### src/rtl/speed_gauge.sv
// speed_gauge: saturating speed accumulator feeding an iterative shift-add-3 binary-to-BCD converter.
// Optional leading-zero blanking of the BCD output is enabled by defining SPEED_GAUGE_LEADZ_EN.
module speed_gauge #(
    parameter int WIDTH      = 9,
    parameter int MAX_VAL    = 340,
    parameter int DIGITS     = 3,
    parameter int ACC_STEP   = 1,
    parameter int DEC_STEP   = 1,
    parameter int BRAKE_STEP = 4,
    parameter int TICK_DIV   = 1
) (
    input  logic                  clk,
    input  logic                  rst_n,
    input  logic [1:0]            drive,
    input  logic                  brake,
    output logic [WIDTH-1:0]      value,
    output logic [4*DIGITS-1:0]   bcd,
    output logic                  bcd_valid,
    output logic                  busy,
    output logic                  at_max,
    output logic                  at_zero
);
    localparam int BW = 4 * DIGITS;
    localparam int PW = (TICK_DIV > 1) ? $clog2(TICK_DIV) : 1;
    localparam int CW = $clog2(WIDTH + 1);

    localparam logic [PW-1:0]    PRESC_LAST = PW'(TICK_DIV - 1);
    localparam logic [WIDTH:0]   MAX_EXT    = (WIDTH + 1)'(MAX_VAL);
    localparam logic [WIDTH-1:0] MAX_W      = WIDTH'(MAX_VAL);
    localparam logic [WIDTH:0]   STEP_ACC   = (WIDTH + 1)'(ACC_STEP);
    localparam logic [WIDTH:0]   STEP_DEC   = (WIDTH + 1)'(DEC_STEP);
    localparam logic [WIDTH:0]   STEP_BRK   = (WIDTH + 1)'(BRAKE_STEP);
    localparam logic [CW-1:0]    CNT_LOAD   = CW'(WIDTH);
    localparam logic [CW-1:0]    CNT_LAST   = CW'(1);

`ifdef SPEED_GAUGE_LEADZ_EN
    function automatic logic [BW-1:0] blank_lead(input logic [BW-1:0] raw);
        logic [BW-1:0] res;
        logic          lead;
        res  = raw;
        lead = 1'b1;
        for (int i = DIGITS - 1; i >= 1; i--) begin
            if (lead && (raw[4*i +: 4] == 4'h0)) begin
                res[4*i +: 4] = 4'hF;
            end else begin
                lead = 1'b0;
            end
        end
        return res;
    endfunction
    localparam logic [BW-1:0] BCD_RST = blank_lead('0);
`else
    localparam logic [BW-1:0] BCD_RST = '0;
`endif

    // ---------------- update-tick prescaler ----------------
    logic [PW-1:0] presc_q, presc_d;
    logic          tick;

    assign tick    = (presc_q == PRESC_LAST);
    assign presc_d = tick ? '0 : presc_q + 1'b1;

    // ---------------- speed accumulator ----------------
    logic [WIDTH-1:0] value_q, value_d;
    logic [WIDTH:0]   value_ext, sum_ext;
    logic             driving;

    assign driving   = drive[0] ^ drive[1];
    assign value_ext = {1'b0, value_q};
    assign sum_ext   = value_ext + STEP_ACC;

    // Compare before subtracting so the result can never wrap below zero.
    always_comb begin
        value_d = value_q;
        if (tick) begin
            if (brake) begin
                value_d = (value_ext < STEP_BRK) ? '0 : WIDTH'(value_ext - STEP_BRK);
            end else if (driving) begin
                value_d = (sum_ext >= MAX_EXT) ? MAX_W : sum_ext[WIDTH-1:0];
            end else begin
                value_d = (value_ext < STEP_DEC) ? '0 : WIDTH'(value_ext - STEP_DEC);
            end
        end
    end

    // ---------------- BCD converter ----------------
    typedef enum logic {S_IDLE, S_CONV} state_t;

    state_t              state_q, state_d;
    logic [WIDTH-1:0]    snap_q, snap_d;
    logic [WIDTH-1:0]    shreg_q, shreg_d;
    logic [WIDTH-1:0]    last_conv_q, last_conv_d;
    logic [BW-1:0]       scratch_q, scratch_d;
    logic [BW-1:0]       bcd_q, bcd_d;
    logic [BW-1:0]       scratch_adj;
    logic [BW-1:0]       bcd_fmt;
    logic [CW-1:0]       cnt_q, cnt_d;
    logic [BW+WIDTH-1:0] shifted;

    genvar gi;
    generate
        for (gi = 0; gi < DIGITS; gi++) begin : g_add3
            assign scratch_adj[4*gi +: 4] = (scratch_q[4*gi +: 4] >= 4'd5) ?
                                            scratch_q[4*gi +: 4] + 4'd3 :
                                            scratch_q[4*gi +: 4];
        end
    endgenerate

    assign shifted = {scratch_adj, shreg_q} << 1;

`ifdef SPEED_GAUGE_LEADZ_EN
    assign bcd_fmt = blank_lead(shifted[BW+WIDTH-1:WIDTH]);
`else
    assign bcd_fmt = shifted[BW+WIDTH-1:WIDTH];
`endif

    // snap_q keeps the unshifted value so last_conv can be set when the result lands.
    always_comb begin
        state_d     = state_q;
        snap_d      = snap_q;
        shreg_d     = shreg_q;
        scratch_d   = scratch_q;
        cnt_d       = cnt_q;
        bcd_d       = bcd_q;
        last_conv_d = last_conv_q;
        case (state_q)
            S_IDLE: begin
                if (value_q != last_conv_q) begin
                    snap_d    = value_q;
                    shreg_d   = value_q;
                    scratch_d = '0;
                    cnt_d     = CNT_LOAD;
                    state_d   = S_CONV;
                end
            end
            S_CONV: begin
                scratch_d = shifted[BW+WIDTH-1:WIDTH];
                shreg_d   = shifted[WIDTH-1:0];
                cnt_d     = cnt_q - 1'b1;
                if (cnt_q == CNT_LAST) begin
                    bcd_d       = bcd_fmt;
                    last_conv_d = snap_q;
                    state_d     = S_IDLE;
                end
            end
            default: state_d = S_IDLE;
        endcase
    end

    always_ff @(posedge clk or negedge rst_n) begin
        if (!rst_n) begin
            presc_q     <= '0;
            value_q     <= '0;
            state_q     <= S_IDLE;
            snap_q      <= '0;
            shreg_q     <= '0;
            last_conv_q <= '0;
            scratch_q   <= '0;
            bcd_q       <= BCD_RST;
            cnt_q       <= '0;
        end else begin
            presc_q     <= presc_d;
            value_q     <= value_d;
            state_q     <= state_d;
            snap_q      <= snap_d;
            shreg_q     <= shreg_d;
            last_conv_q <= last_conv_d;
            scratch_q   <= scratch_d;
            bcd_q       <= bcd_d;
            cnt_q       <= cnt_d;
        end
    end

    assign value     = value_q;
    assign bcd       = bcd_q;
    assign busy      = (state_q == S_CONV);
    assign bcd_valid = (value_q == last_conv_q) && !busy;
    assign at_max    = (value_q == MAX_W);
    assign at_zero   = (value_q == '0);

endmodule

### config.mk
export PLATFORM = sky130hd
export DESIGN_NAME = speed_gauge
export DESIGN_NICKNAME = d
export VERILOG_FILES = /design/src/rtl/speed_gauge.sv
export SDC_FILE = /design/constraint.sdc
export NUM_CORES = 1
export LEC_CHECK = 0
export CAP_MARGIN = 40
export CORE_MARGIN = 5
export CORE_UTILIZATION = 52
export CTS_CLUSTER_DIAMETER = 60
export DETAILED_ROUTE_END_ITERATION = 16
export PLACE_DENSITY = 0.76
export SLEW_MARGIN = 20
export SYNTH_ARGS = -nofsm -noshare
export SYNTH_HDL_FRONTEND = slang
export SYNTH_SLANG_ARGS = --single-unit
export TNS_END_PERCENT = 50
### constraint.sdc
create_clock -name clk -period 2 [get_ports clk]
set_input_delay 0.3 -clock clk [delete_from_list [all_inputs] [get_ports clk]]
set_output_delay 0.3 -clock clk [all_outputs]
set_load 0.01 [all_outputs]
# ---- Yosys cells after proc, flatten, opt, wreduce, memory -nomap -nowiden
# Index checks and enable logic that the tools add are counted.
dict set report op_classes {
  add_sub_neg 8
  multipliers 0
  n_div 0
  magnitude_cmp 6
  n_eq_ne 5
  shifts 0
  muxes 18
  bitwise_logic 2
  reduce_logical 5
}
# op n
set ops {}
lappend ops {{$mux 9} 6}
lappend ops {{$pmux 12 s2} 1}
lappend ops {{$pmux 9 s2} 1}
lappend ops {{$ge 4x3->1 const B} 3}
lappend ops {{$mux 12} 1}
lappend ops {{$mux 4} 3}
lappend ops {{$add 9x1->10 const B} 1}
lappend ops {{$ge 10x9->1 const B} 1}
lappend ops {{$eq 9x9->1} 1}
lappend ops {{$eq 9x9->1 const B} 1}
lappend ops {{$logic_not 9->1} 1}
lappend ops {{$lt 9x1->1 const B} 1}
lappend ops {{$lt 9x3->1 const B} 1}
lappend ops {{$ne 9x9->1} 1}
lappend ops {{$sub 9x1->9 const B} 1}
lappend ops {{$sub 9x3->9 const B} 1}
lappend ops {{$add 4x2->4 const B} 2}
lappend ops {{$pmux 4 s2} 1}
lappend ops {{$eq 4x1->1 const B} 1}
lappend ops {{$reduce_and 2->1} 2}
lappend ops {{$sub 4x1->4 const B} 1}
lappend ops {{$add 3x2->3 const B} 1}
lappend ops {{$mux 1} 3}
lappend ops {{$mux 3} 1}
lappend ops {{other kinds (7)} 7}
dict set report word_totals {
  register_bits 66
  latch_bits 0
  ramBits 0
  mem_bits_ro 0
  in_bits 5
  out_inout_bits 25
  word_cells 53
  mem_count 0
}

# ---- Depth between registers and ports, before layout
# Gate-level depths: netlist of the first run.
dict set report depth {
  depth_word 5
  mapped_depth 9
}

# ---- Worst setup path before layout of the first run
# No wires, ideal clock.
dict set report synth_timing {
  path_kind {register to register}
  startpoint {register value_q[0] (netlist: value[0])}
  endpoint {register value_q[4] (netlist: value[4])}
  setup_time_ns 0.126
  t_arrival_ns 1.963
  setup_slack_ns -0.089
  stages_incl_launch_ff 8
  period_less_slack_ns 2.089
  path_cell_list {dfrtp_1 > ha_1 > or3_1 > a21o_1 > a211oi_1 > o21a_1 > nor3_2 > o32a_1}
}
dict set report synth_between {
  elab_chain_len 5
  elab_cells_between_ends 11
  cone_classes {add/sub (3); order compare (3); mux (5)}
}
# element line_no
set synth_lines {}
lappend synth_lines {{start, declared} 64} ;# logic [WIDTH-1:0] value_q, value_d;
lappend synth_lines {{start signal, assigned} 163} ;# value_q <= value_d;
lappend synth_lines {{$add 9x1->10} 70} ;# assign sum_ext = value_ext + STEP_ACC;
lappend synth_lines {{$ge 10x9->1} 79} ;# value_d = (sum_ext >= MAX_EXT) ? MAX_W : sum_ext[WIDTH-1:0];
lappend synth_lines {{$mux 9} 79}
lappend synth_lines {{$mux 9} 78} ;# end else if (driving) begin
lappend synth_lines {{$mux 9 *} 76} ;# if (brake) begin
# Every way passes the cells marked *; elsewhere a longest branch is shown, timed or not.
# A chain may end at the register's enable or synchronous reset.

# ---- Worst setup path in the final report of the first run
dict set report layout_timing {
  startpoint {register value_q[5] (netlist: value[5])}
  endpoint {register value_q[2] (netlist: value[2])}
}
# The elaborated chain is that of the path after synthesis.

==> results of run 1 <==
==> flip-flops by register name, summed over array words and instances, names as in the netlist <==
name	cells
cnt_q	4
shreg_q	9
busy	1
last_conv_q	9
value	9
scratch_q	12
snap_q	9
bcd	12
==> power groups by stage <==
| stage | logic [mW] | clock network [mW] | registers (mW) |
|---|---|---|---|
| 6_report | 4.33 | 1.33 | 2.36 |
| 2_1_floorplan | 2.28 | 0 | 2.38 |
| 3_3_place_gp | 3.87 | 0 | 2.33 |
| 5_1_grt | 4.77 | 1.41 | 2.44 |
| 3_5_place_dp | 3.97 | 0 | 2.37 |
| 4_1_cts | 4.11 | 1.35 | 2.35 |
==> per-layer routing <==
metal,GRT usage [%],up-vias,part of all wire (%)
met5,0,-,0
met4,5.98,0,1.4
met3,4.59,15,6.5
met2,36.3,92,49
met1,28.5,1552,43
li1,-,1528,-
==> logic make-up (layout without fill, tap and decap cells) <==
kind of cell | after synthesis | in the layout
XOR/XNOR | 22 | 22
adder cells (fa/ha/maj) | 14 | 14
buffers and inverters | 37 | 126
multiplexers | 24 | 24
AO/OA/AOI/OAI | 76 | 76
AND/OR/NAND/NOR | 162 | 162
flip-flops | 65 | 65
==> metrics by stage <==
stage	utilization, %	hold WS (ns)	setup WS, ns	std cells
6_report	71.0	0.465	-0.0777	585
3_3_place_gp	64.7	0.344	-0.0685	561
4_1_cts	69.2	0.470	-0.0429	581
2_1_floorplan	-	0.00441	-0.0443	400
5_1_grt	71.0	0.504	-0.146	585
3_5_place_dp	64.7	0.343	-0.0954	561
==> cell usage in the layout (no fill, tap or decap), types with 7 or more instances in the layout <==
cell	count
a21oi_1	14
clkbuf_8	9
buf_4	56
clkdlybuf4s50_1	25
o21ai_0	34
nor3_1	8
buf_6	7
inv_1	14
mux2i_1	13
nand2_1	92
xnor2_1	13
nand3_1	13
mux2_2	9
dfrtp_1	63
nor2_1	17
ha_1	11
xor2_1	7
==> how the worst max path moves through the flow <==
| stage | start | to | slack (ns) | cells after the start |
|---|---|---|---|---|
| 3_3_place_gp | value[2] | value[4] | -0.07 | 7 |
| 2_1_floorplan | value[0] | value[4] | -0.04 | 7 |
| 5_1_grt | value[5] | value[2] | -0.15 | 7 |
| 3_5_place_dp | value[2] | value[4] | -0.1 | 7 |
| 4_1_cts | value[5] | value[2] | -0.04 | 7 |
| 6_report | value[5] | value[2] | -0.08 | 7 |
==> worst reg2reg max path: cells and delay by family, from the launching register on <==
kind | cells | cell delay (ns)
buffers and inverters | 1 | 0.14
AO/OA/AOI/OAI | 4 | 0.81
AND/OR/NAND/NOR | 2 | 0.60
flip-flops | 1 | 0.42
==> timing repair <==
item | CTS | global route
hold buffers | 1 | 0
hold endpoints to repair | 65 | 0
resized for setup | 27 | 22
setup buffers | 3 | 4
pin swaps | 13 | 9
setup endpoints to repair | 19 | 21
==> cell type report <==
type	instances	share of cell area (%)
clock buffer	11	2.72
tap	96	2.49
timing repair buffer	94	16.9
sequential	65	33.8
clock inverter	5	2.15
inverter	16	1.24
multi-input combinational	298	40.8
==> summary.txt, run 1 <==
Worst setup path
  • Crit path arrival time: 2.30 ns
  • CP startpoint kind: flip-flop
  • CP max FO: 5
  • WP data required: 2.22 ns
  • Max stage delay on crit path: roughly 0.54 ns
  • Buffer and inverter count on the worst path: 1
  • Worst R2R Setup Slack: -0.08 ns
  • Cell Chain, Critical Path: buf_6 -> or4_4 -> o31ai_4 -> o221ai_1 -> o21ai_1 -> nor2_1 -> a221o_1
  • Reg2reg start: value[5]
  • Slowest cell on the critical path: or4_4
  • CP endpoint kind: flip-flop
  • R2r endpoint: value[2]
  • Reg2Reg Depth: 7
  • Crit Path Class: reg -> reg
  • CP top delay family: compound AO/OA/AOI/OAI gates

Timing
  • Fin crit share: 104%
  • Final Hold Fails: 0
  • Final Slew Violations: 0
  • Slew HR: 74.0%
  • Final Setup Violations: 4
  • RSZ-0062 raised after global routing: yes
  • Final WS setup: -0.0777 ns
  • Setup TNS: -0.152 ns
  • Fmax: 481 MHz
  • Clk_skew: 0.00974 ns
  • Worst Max-Slew Pin Slew: between 0.3 and 0.4 ns
  • Clock period minus worst slack: 2.08 ns

CTS
  • Clk Latency, worst-skew pair: approximately 0.34 ns
  • H-tree levels: 3
  • CTS Root Cell: clkbuf_8
  • Worst-path clk slew: 0.08 ns
  • CTS max path bufs: 2
  • CTS sink cnt: 65
  • CTS Buf Count: 9
  • CTS tree: yes

Synth
  • Post-synth top flop: dfrtp_1
  • Ranking of synthesized cells by area: dfrtp_1 (45%), nand2_1 (9.5%), o21ai_0 (5.1%)
  • Mux contribution to synthesized area: under 10%
  • Post-Syn Instances: 400
  • Syn avg cell area: 9.04 um^2
  • FF+latch count, synth: 65
  • Post-synthesis sequential area ratio: 45.0%
  • Count leader, synth: nand2_1
  • Post-synth top area cell: dfrtp_1
  • Adder-cell area share of the yosys netlist: 4.84%
  • Xor and xnor area share after synthesis: under 10%
  • Simple-Gate Fraction of Synth Area: 20.5%
  • Synth Area in Compound Gates: 13.1%
  • Area share of the largest cell type after synthesis: 45.0%
  • Most frequent cells after synthesis: nand2_1 (92), dfrtp_1 (65), o21ai_0 (37)
  • EDFF count, synth: 0
  • Synth Cell Area: 3620 um^2
  • Asr flop ratio synth: 100%
  • Largest family of logic cells by synthesized area: simple AND/OR/NAND/NOR gates
  • Warnings, synthesis: 0
  • Yosys cell types: 47
  • Post-Syn Nets: 419

Detailed routing
  • Drt wl/cell: 15.4 um
  • Drt via density: about 5.4
  • Total wire length: 8980 um
  • DRC Markers: 0
  • DR vias: 3187
  • ANT nets after route: 0
  • Drt pass-1 iters: 4
  • First DRT Iteration DRCs: between 200 and 250

Final layout
  • Fillers: 510
  • Antenna diodes: 0
  • Layout cells sized above 1: 24.7%
  • FF/Latch Area: 1630 um^2
  • Final instance area: 4830 um^2
  • Fin nets: 503
  • Area of the multi-input gates: 1970 um^2
  • Syn-to-layout area delta: 33.4%

Run status
  • Outcome: complete, but fails checks
  • Failing checks: negative setup slack

Min path
  • Worst Hold End: last_conv_q[5]
  • Critical hold path startpoint: snap_q[5]
  • Hold depth: 2
  • Worst min-delay path class: reg -> reg

Placement
  • I/O Buffers: 29
  • DP Wirelength: between 6000 and 7000 um
  • GPL Wtd Cong: 0.947
  • DP Area: 4400 um^2

Floorplanning
  • Die Wd: 93.4 um
  • Chip height: roughly 93 um
  • Core ar.: approximately 6800 um^2
  • Starting Density: between 50% and 60%
  • I/O Pins: 30
  • Site row count: 30
  • Die ar.: 8720 um^2

Power
  • Tot Pwr: 8.02 mW
  • Clock Power Share: 16.6%
  • Seq pwr share: 29.4%
  • Comb pwr share: 54.0%
  • VDD IR max: 0.00111 V
  • P_int: 4.86 mW
  • Switching share of power: slightly below 40%
  • Switching Power: 3.16 mW
  • Leak: roughly 2.2 nW
  • PwrDens: 1660 nW/um^2

Job
  • Max-cap violations: 0

Global routing
  • Global-route wire length before repair: 15100 um
  • Initial antenna violation count: 0
  • Number of global-route vias before repair: 3143
  • All-Layer GR Usage: 21.7%
  • Largest net degree at the start of global routing: 66
  • Total global routing overflow: 0
Note: power is estimated with default switching activity, not from simulation.
==> run 2: changes to the inputs <==
Settings changed: CORE_UTILIZATION 52 to 54, PLACE_DENSITY 0.76 to 0.75.
Clock period 2 ns to 2.4 ns, I/O delays scaled along.
==> run 2 against run 1 <==
  * The run now ends clean
  * Sequential power decreased by 15%
  * Routed wire length decreased by 6.2%
  * Combinational power decreased by 32%
  * Critical path depth unchanged
  * Utilization decreased by 3.6 points
  * First-iteration DRC count decreased by 22%
  * Count of clock-buffer cells in the layout unchanged
  * Sequential share of layout area increased by 3.9 points
  * Final cell count decreased by 11%
  * Hold slack got worse by 0.44 ns
  * Critical path type unchanged
  * Critical endpoint is now value[0]
  * Largest cell class unchanged
==> summary.txt, run 2 (synthesis gave the netlist of run 1 again) <==
Worst setup path
  • WP data required: 2.61 ns
  • CP startpoint kind: flip-flop
  • R2r endpoint: value[0]
  • CP endpoint kind: flip-flop
  • Crit path arrival time: 2.44 ns
  • Worst R2R Setup Slack: 0.17 ns
  • Reg2reg start: value[0]
  • Reg2Reg Depth: 7
  • Crit Path Class: reg -> reg
  • CP max FO: 7

Job
  • Max-cap violations: 0

Power
  • P_int: roughly 3.6 mW
  • Comb pwr share: 48.5%
  • Switching share of power: 40.1%
  • Switching Power: 2.42 mW
  • VDD IR max: 0.000902 V
  • Seq pwr share: 33.0%
  • Clock Power Share: 18.5%
  • Tot Pwr: 6.05 mW
  • Leak: 1.95 nW
  • PwrDens: ~1400 nW/um^2

Global routing
  • GR Util met3: 5.65%
  • Total global routing overflow: 0
  • Grt peak-use layer: met2
  • Number of global-route vias before repair: 3011
  • Largest net degree at the start of global routing: 41
  • All-Layer GR Usage: 21.6%
  • Initial antenna violation count: 0
  • Global-route wire length before repair: 14600 um
  • GR Layer Usage met2: 34.9%
  • Met1 Usage GRT: 28.3%

Timing
  • Fmax: 448 MHz
  • RSZ-0062 raised after global routing: no
  • Worst Max-Slew Pin Slew: 0.665 ns
  • Clk_skew: around 0.0093 ns
  • Final Setup Violations: 0
  • Clock period minus worst slack: 2.23 ns
  • Final WS setup: 0.170 ns
  • Setup TNS: 0 ns
  • Final hold slack: 0.0268 ns
  • Final Hold Fails: 0
  • Slew HR: 55.6%
  • Final Slew Violations: 0
  • Fin crit share: between 90 and 100%

CTS
  • CTS Buf Count: 9
  • CTS tree: yes
  • Post-CTS setup buffers: 0
  • CTS Root Cell: clkbuf_8
  • Post-CTS sizing: 10
  • CTS sink cnt: between 60 and 70
  • Clk Latency, worst-skew pair: between 0.3 and 0.4 ns
  • CTS Hold Bufs: 0
  • Worst-path clk slew: around 0.070 ns
  • CTS max path bufs: 2
  • H-tree levels: 3

Final layout
  • Fillers: roughly 530
  • Fin nets: 460
  • Layout cells sized above 1: 13.2%
  • Syn-to-layout area delta: 19.7%
  • Post-Layout Cell Count: 523
  • Most common cell after layout, fill and taps aside: nand2_1
  • Antenna diodes: 0
  • Most frequent cells in the layout: nand2_1 (92), dfrtp_1 (62), o21ai_0 (37)

Placement
  • Pre-CTS WS: 0.186 ns
  • DP Wirelength: 5860 um
  • GPL Wtd Cong: 0.913
  • Dpl cells: 507
  • I/O Buffers: 29

Detailed routing
  • Total wire length: 8420 um
  • First DRT Iteration DRCs: 162
  • Drt pass-1 iters: 4
  • Drt via density: roughly 5.7
  • ANT nets after route: 0
  • DR vias: 2976
  • DRC Markers: 0
  • Drt wl/cell: between 15 and 20 um

Run status
  • Outcome: finished, final reports clean

Floorplanning
  • I/O Pins: 30
  • Site row count: 29
  • Starting Density: 56.3%
  • Die ar.: 8440 um^2
  • Die Wd: 91.8 um
  • Core ar.: 6420 um^2
  • Chip height: just over 90 um

Min path
  • Worst min-delay path class: in -> async
-- run 2: worst max-delay path by stage --
stage	from	endpoint	cells past startpoint
6_report	value[0]	value[0]	7
5_1_grt	value[0]	value[0]	7
4_1_cts	value[2]	bcd_valid	5
3_5_place_dp	value[2]	value[0]	7
3_3_place_gp	value[2]	at_zero	5
2_1_floorplan	value[3]	bcd_valid	6
-- run 2: metrics by stage --
step	cell area [um^2]	utilization, %
after detailed placement	4080	63.5
after floorplan	3620	-
after CTS	4330	67.4
after global routing	4330	67.4
after global placement	4080	63.5
final	4330	67.4
-- run 2: final cells by class --
type	count	area, um^2	area share [%]
clock inverter	5	104	2.40
clock buffer	11	131	3.03
inverter	16	60.1	1.39
multi-input combinational	298	1850	42.7
tap	77	96.3	2.22
timing repair buffer	51	459	10.6
sequential	65	1630	37.6
-- run 2: per-layer routing --
| layer | vias up | routed length, um |
|---|---|---|
| met3 | 16 | 365 |
| li1 | 1443 | - |
| met5 | - | 0 |
| met2 | 80 | 4060 |
| met1 | 1437 | 3850 |
| met4 | 0 | 155 |
-- run 2: power by group through the flow --
| stage | clock network [mW] | logic (mW) | registers, mW |
|---|---|---|---|
| after floorplan | 0 | 1.87 | 1.97 |
| after global placement | 0 | 2.84 | 1.98 |
| after detailed placement | 0 | 2.89 | 2.00 |
| after CTS | 1.13 | 2.95 | 2.00 |
| after global routing | 1.20 | 3.28 | 2.07 |
| final | 1.12 | 2.93 | 2.00 |
-- run 2: worst max-delay path: stages, from the launching register on --
cell      delay (ns)
dfrtp_2         0.47
ha_1            0.31
or3_1           0.33
a21o_1          0.16
a211oi_1        0.22
o21a_1          0.19
nor3_2          0.08
o41ai_1         0.35
